$ cat config.mk
export PLATFORM = sky130hd
export DESIGN_NAME = uart_rx_param_flat
export DESIGN_NICKNAME = d
export VERILOG_FILES = /design/src/rtl/uart_rx_param_if.sv /design/src/rtl/uart_rx_param.sv /design/src/flat_wrapper.sv
export SDC_FILE = /design/constraint.sdc
export NUM_CORES = 1
export LEC_CHECK = 0
export BUFFER_PORTS_ARGS = -buffer_cell sky130_fd_sc_hd__buf_2
export CORE_MARGIN = 2
export CORE_UTILIZATION = 34
export DETAILED_ROUTE_END_ITERATION = 8
export RECOVER_POWER = 100
export SKIP_LAST_GASP = 1
export SLEW_MARGIN = 20
export SYNTH_ARGS = -nofsm -noshare
export SYNTH_HDL_FRONTEND = slang
export SYNTH_SLANG_ARGS = --single-unit
$ cat constraint.sdc
create_clock -name clk -period 5.6 [get_ports clk]
set_input_delay 1.12 -clock clk [delete_from_list [all_inputs] [get_ports clk]]
set_output_delay 1.12 -clock clk [all_outputs]
set_load 0.02 [all_outputs]
$ cat src/rtl/uart_rx_param_if.sv
// rtl/uart_rx_param_if.sv - serial line in and received-word strobe out for uart_rx_param
interface uart_rx_param_if #(
    parameter int DATA_BITS = 8
);
    logic                 din;
    logic                 valid;
    logic [DATA_BITS-1:0] data;
    logic                 parity_err;
    logic                 frame_err;
    logic                 busy;

    modport master (
        input  din,
        output valid, data, parity_err, frame_err, busy
    );

    modport slave (
        output din,
        input  valid, data, parity_err, frame_err, busy
    );
endinterface

$ cat src/rtl/uart_rx_param.sv
// rtl/uart_rx_param.sv - parametrised UART receiver with input sync, false-start rejection,
// parity/framing error flags and break lockout
module uart_rx_param #(
    parameter int CLK_FREQ  = 100000000,
    parameter int BAUD      = 9600,
    parameter int DATA_BITS = 8,
    parameter int PARITY    = 0,
    parameter int STOP_BITS = 1
) (
    input  logic            clk,
    input  logic            rst,
    uart_rx_param_if.master bus
);
    localparam int BAUD_DIV = CLK_FREQ / BAUD;
    localparam int HALF     = BAUD_DIV / 2;
    localparam int CW       = $clog2(BAUD_DIV);

    typedef enum logic [2:0] {S_IDLE, S_START, S_DATA, S_PAR, S_STOP} state_t;

    state_t               state, state_next;
    logic                 sync1, ds;
    logic [CW-1:0]        cnt;
    logic [3:0]           bit_idx;
    logic [DATA_BITS-1:0] word;
    logic                 perr, ferr, stop_low, armed;
    logic                 valid_r, perr_r, ferr_r;
    logic [DATA_BITS-1:0] data_r;
    logic                 tick, last_data, last_stop;

    always_ff @(posedge clk or negedge rst) begin
        if (!rst) begin
            sync1 <= 1'b1;
            ds    <= 1'b1;
        end else begin
            sync1 <= bus.din;
            ds    <= sync1;
        end
    end

    // The start bit is sampled half a bit in; every later sample is a full bit apart.
    assign tick      = (state == S_START) ? (cnt == CW'(HALF - 1)) : (cnt == CW'(BAUD_DIV - 1));
    assign last_data = (bit_idx == 4'(DATA_BITS - 1));
    assign last_stop = (bit_idx == 4'(STOP_BITS - 1));

    always_ff @(posedge clk or negedge rst) begin
        if (!rst) state <= S_IDLE;
        else      state <= state_next;
    end

    always_comb begin
        state_next = state;
        case (state)
            S_IDLE:  if (armed && !ds) state_next = S_START;
            S_START: if (tick) state_next = ds ? S_IDLE : S_DATA;
            S_DATA:  if (tick && last_data) state_next = (PARITY != 0) ? S_PAR : S_STOP;
            S_PAR:   if (tick) state_next = S_STOP;
            S_STOP:  if (tick && last_stop) state_next = S_IDLE;
            default: state_next = S_IDLE;
        endcase
    end

    always_ff @(posedge clk or negedge rst) begin
        if (!rst) begin
            cnt      <= '0;
            bit_idx  <= '0;
            word     <= '0;
            perr     <= 1'b0;
            ferr     <= 1'b0;
            stop_low <= 1'b1;
            armed    <= 1'b1;
            valid_r  <= 1'b0;
            data_r   <= '0;
            perr_r   <= 1'b0;
            ferr_r   <= 1'b0;
        end else begin
            valid_r <= 1'b0;
            perr_r  <= 1'b0;
            ferr_r  <= 1'b0;
            if (state == S_IDLE || state_next == S_IDLE) begin
                cnt <= '0;
            end else begin
                cnt <= tick ? '0 : cnt + 1'b1;
            end
            case (state)
                S_IDLE: begin
                    bit_idx  <= '0;
                    perr     <= 1'b0;
                    ferr     <= 1'b0;
                    stop_low <= 1'b1;
                    if (!armed && ds) armed <= 1'b1;
                end
                S_DATA: if (tick) begin
                    word    <= {ds, word[DATA_BITS-1:1]};
                    bit_idx <= last_data ? 4'd0 : bit_idx + 4'd1;
                end
                S_PAR: if (tick) begin
                    if ((ds ^ (^word)) != (PARITY == 1)) perr <= 1'b1;
                end
                S_STOP: if (tick) begin
                    if (!ds) ferr <= 1'b1;
                    else     stop_low <= 1'b0;
                    if (last_stop) begin
                        valid_r <= 1'b1;
                        data_r  <= word;
                        perr_r  <= perr;
                        ferr_r  <= ferr | ~ds;
                        // A held-low line must be seen high again before the next start.
                        if (word == '0 && stop_low && !ds) armed <= 1'b0;
                    end else begin
                        bit_idx <= bit_idx + 4'd1;
                    end
                end
                default: ;
            endcase
        end
    end

    assign bus.valid      = valid_r;
    assign bus.data       = data_r;
    assign bus.parity_err = perr_r;
    assign bus.frame_err  = ferr_r;
    assign bus.busy       = (state != S_IDLE);
endmodule

$ cat src/flat_wrapper.sv
// flat-port wrapper written by rule: the top's interface ports become plain ports
module uart_rx_param_flat 
#(
    parameter int CLK_FREQ  = 100000000,
    parameter int BAUD      = 9600,
    parameter int DATA_BITS = 8,
    parameter int PARITY    = 0,
    parameter int STOP_BITS = 1
)
  (clk, rst, bus_din, bus_valid, bus_data, bus_parity_err, bus_frame_err, bus_busy);
  uart_rx_param_if #(.DATA_BITS(DATA_BITS)) bus_i ();
  input  logic clk;
  input  logic rst;
  input wire logic [$bits(bus_i.din)-1:0] bus_din;
  output wire logic [$bits(bus_i.valid)-1:0] bus_valid;
  output wire logic [$bits(bus_i.data)-1:0] bus_data;
  output wire logic [$bits(bus_i.parity_err)-1:0] bus_parity_err;
  output wire logic [$bits(bus_i.frame_err)-1:0] bus_frame_err;
  output wire logic [$bits(bus_i.busy)-1:0] bus_busy;
  assign bus_i.din = bus_din;
  assign bus_valid = bus_i.valid;
  assign bus_data = bus_i.data;
  assign bus_parity_err = bus_i.parity_err;
  assign bus_frame_err = bus_i.frame_err;
  assign bus_busy = bus_i.busy;
  uart_rx_param #(.CLK_FREQ(CLK_FREQ), .BAUD(BAUD), .DATA_BITS(DATA_BITS), .PARITY(PARITY), .STOP_BITS(STOP_BITS)) u_core (.clk(clk), .rst(rst), .bus(bus_i));
endmodule
==> summary.txt <==
Floorplan
  – Placeable core area: 6760 sq um
  – Count of standard-cell rows: 30
  – Number of placed I/O pins: 15
  – Die ar.: 7630 sq um
  – Die Ht: 87.4 um
  – Die X-Extent: 87.4 um
  – Initial Util: 35.0%

GRT
  – Initial antenna violation count: 0
  – GRT overflow: 0
  – First-pass GRT wire length: 7580 um
  – Via count of the first global-routing pass: 1,569
  – Total routing resource utilization after global routing: 12.5%
  – Pin count of the biggest net entering global routing: 47

Clocking
  – Post-cts resize count: 0
  – Clock buffers created by TritonCTS: 5
  – CTS Buffer Depth: 2
  – Cell at the root of the clock tree: sky130_fd_sc_hd__clkbuf_8
  – Total setup buffers inserted after CTS: 0
  – Number of sinks handled by clock tree synthesis: 46
  – Latest clock arrival within the worst-skew pair: 300 ps
  – Hold buffers post-CTS: 0
  – Clock Pin Slew Worst Setup and Hold Paths: 90 ps
  – Number of H-tree levels: 2
  – CTS tree: yes

STA
  – Time the worst path needs with I/O delays and setup: 3010 ps
  – Setup TNS: 0 ps
  – Max Clk Rate: 332 MHz
  – Max-slew violations: 47
  – Final Hold Violating Endpoints: 0
  – RSZ-0062 raised after global routing: no
  – Relative slew slack: -62.4%
  – Crit share post-route: 53.7%
  – Final Setup Violations: 0
  – Slew of the pin with the lowest slew margin: 2440 ps
  – Max Clock Skew: 11.4 ps

Setup path
  – Required time at the endpoint of the critical path: 5780 ps
  – Type of origin of the critical path: flop
  – Data arrival at the endpoint of the critical path: 3190 ps
  – R2R Path Start: u_core.state[0]
  – Type of the setup path with the least slack: reg2reg
  – Critical Path Fanout Max: 12
  – Capturing element type of the critical path: flop
  – Setup crit start: u_core.state[0]

Yosys
  – Fraction of synthesized cell area taken by the top area cell type: 44.5%
  – Post-synth top flop: sky130_fd_sc_hd__dfrtp_1
  – Synthesized flop and latch total: 46
  – Number of flops mapped to enable cells by yosys: 0
  – Ranking of synthesized cells by instance count: 42 x sky130_fd_sc_hd__dfrtp_1, 24 x sky130_fd_sc_hd__nand2_1, 21 x sky130_fd_sc_hd__nor2_1, 15 x sky130_fd_sc_hd__inv_1, 12 x sky130_fd_sc_hd__o21ai_0
  – Post-synthesis area per instance: 10.5 sq um
  – Number of distinct library cell variants in the gate-level netlist after synthesis: 53
  – Share of synthesized flip-flops with an asynchronous set or reset: 100%
  – Seq/Total Area, Yosys: 48.9%
  – Count of mapped cells out of synthesis: 226
  – Cell types with the largest area share after synthesis: sky130_fd_sc_hd__dfrtp_1 44%, sky130_fd_sc_hd__dfstp_2 4.4%, sky130_fd_sc_hd__mux2_2 4.3%
  – Largest area contributor in the netlist: sky130_fd_sc_hd__dfrtp_1
  – Most used standard cell by instance count after synthesis: sky130_fd_sc_hd__dfrtp_1
  – Number of warnings issued by yosys: 0
  – Post-synthesis net count: 236
  – Total standard cell area after synthesis: 2360 sq um

Min path
  – Worst Min Path Start: u_core.sync1
  – Min-Delay Path Class: reg2reg

Drt
  – Routed Wire Length: 4250 um
  – Total iterations of the first detailed-routing run: 4
  – Avg WL per Cell: 13.2 um
  – Initial DRC count: 93
  – Vias per cell: 5.00
  – Antenna violation net count after detailed routing: 0
  – DRC viols: 0
  – Total number of vias: 1,616

Final layout
  – Fraction of layout cells with a size suffix above 1: 16.0%
  – Signed area change from the synthesized netlist to the final layout: 7.46%
  – Final Net Count: 252
  – Antenna Diode Count: 0
  – Post-Layout Cell Count: 323

Pwr
  – Worst ir drop on vdd: 165 uV
  – Power density of the placed cells: 271 nW/um^2
  – Part of the total power dissipated in combinational logic: 13.2%
  – Switching fraction of total power: 29.3%
  – Leakage: 1.11 nW
  – Clk pwr share: 29.7%
  – Fraction of power consumed by sequential logic: 57.2%
  – Cell internal pwr: 0.487 mW
  – Switching power of the nets: 0.201 mW

Place
  – DP HPWL: 2990 um
  – Placed cell count: 315
  – Routability congestion estimate from global placement: 0.810
  – Number of buffers inserted by port buffering: 14

Outcome
  – Outcome: complete, but fails checks
  – Failing checks: capacitance limit, slew limit

Run
  – # Max-Cap Violations: 1
==> logic make-up (layout without fill, tap and decap cells) <==
kind of cell | after synthesis | count (layout) | share of synthesized area (%)
fa+ha+maj | 7 | 7 | 3.71
compound gates | 39 | 39 | 12.2
buf+inv | 21 | 38 | 4.23
flops | 46 | 46 | 48.9
xor+xnor | 16 | 16 | 5.93
simple gates | 87 | 87 | 20.3
mux | 10 | 10 | 4.71
==> worst paths after layout <==
check	slack [ps]	endpoint	cells past startpoint
min in group asynchronous	1560	u_core.word[3]	1
hold reg to reg	360	u_core.ds	0
max in group asynchronous	2660	u_core.cnt[1]	1
setup / recovery	2590	u_core.bus.data[6]	6
setup reg to reg	2590	u_core.bus.data[6]	6
hold / removal	360	u_core.ds	0
==> critical path: stages (launching register included) <==
cell	delay (ps)
sky130_fd_sc_hd__dfrtp_1	540
sky130_fd_sc_hd__nor3b_1	520
sky130_fd_sc_hd__and2_2	270
sky130_fd_sc_hd__o21ai_0	320
sky130_fd_sc_hd__nor4_2	300
sky130_fd_sc_hd__clkbuf_1	530
sky130_fd_sc_hd__mux2_2	400
==> placed cells by master (no fill, tap or decap), drive strengths merged, types with 3 or more instances in the layout <==
cell | netlist | layout
dfrtp | 42 | 42
nand2 | 24 | 24
nor2 | 21 | 21
clkbuf | 4 | 19
inv | 15 | 15
o21ai | 13 | 13
nand3 | 9 | 9
mux2 | 9 | 9
xor2 | 8 | 8
xnor2 | 8 | 8
ha | 7 | 7
nor3 | 6 | 6
a21oi | 5 | 5
and3 | 5 | 5
dfstp | 4 | 4
o211ai | 3 | 3
a31oi | 3 | 3
and2 | 3 | 3
==> power groups by stage <==
stage / Combinational (mW) / Sequential [mW] / Clock [mW]
2_1_floorplan: 0.0733 / 0.391 / 0
3_3_place_gp: 0.0931 / 0.399 / 0
3_5_place_dp: 0.0928 / 0.400 / 0
4_1_cts: 0.0938 / 0.394 / 0.212
5_1_grt: 0.107 / 0.400 / 0.225
6_report: 0.0906 / 0.394 / 0.204
==> metrics by stage <==
| step | worst slack [ps] | total power, mW | utilization, % | instance area (sq um) | hold slack [ps] |
|---|---|---|---|---|---|
| global route | 2130 | 0.732 | 37.6 | 2540 | 366 |
| detailed placement | 2910 | 0.493 | 37.0 | 2500 | 348 |
| finish | 2590 | 0.689 | 37.6 | 2540 | 359 |
| CTS | 2570 | 0.699 | 38.3 | 2590 | 361 |
| global placement | 2930 | 0.492 | 37.0 | 2500 | 347 |
| floorplan | 3170 | 0.464 | - | 2360 | 345 |
==> state kept, by name, indices dropped and copies added (netlist names) <==
register and flops:
u_core.bit_idx 4, u_core.bus.data 8, u_core.word 8, u_core.armed 1, u_core.bus.frame_err 1, u_core.stop_low 1
u_core.state 3, u_core.cnt 14, u_core.ferr 1, u_core.perr 1, u_core.sync1 1, u_core.bus.parity_err 1
u_core.ds 1, u_core.bus.valid 1
==> final cells by class <==
type                            count  area (sq um)
Clock buffer                        5          68.8
Clock inverter                      3          21.3
Fill cell                         700          4220
Inverter                           15          56.3
Multi-Input combinational cell    159          1080
Sequential cell                    46          1160
Tap cell                           80           100
Timing Repair Buffer               15          57.6
==> metal layers <==
metal,part of all wire (%),up-vias,track usage [%],routed length (um)
met5,0,-,0,0
met4,1.6,0,3.22,67
met3,4.0,6,2.94,169
met2,42,25,18.5,1800
met1,52,769,18.4,2220
li1,-,816,-,-
Power figures use the tool's default switching activity.
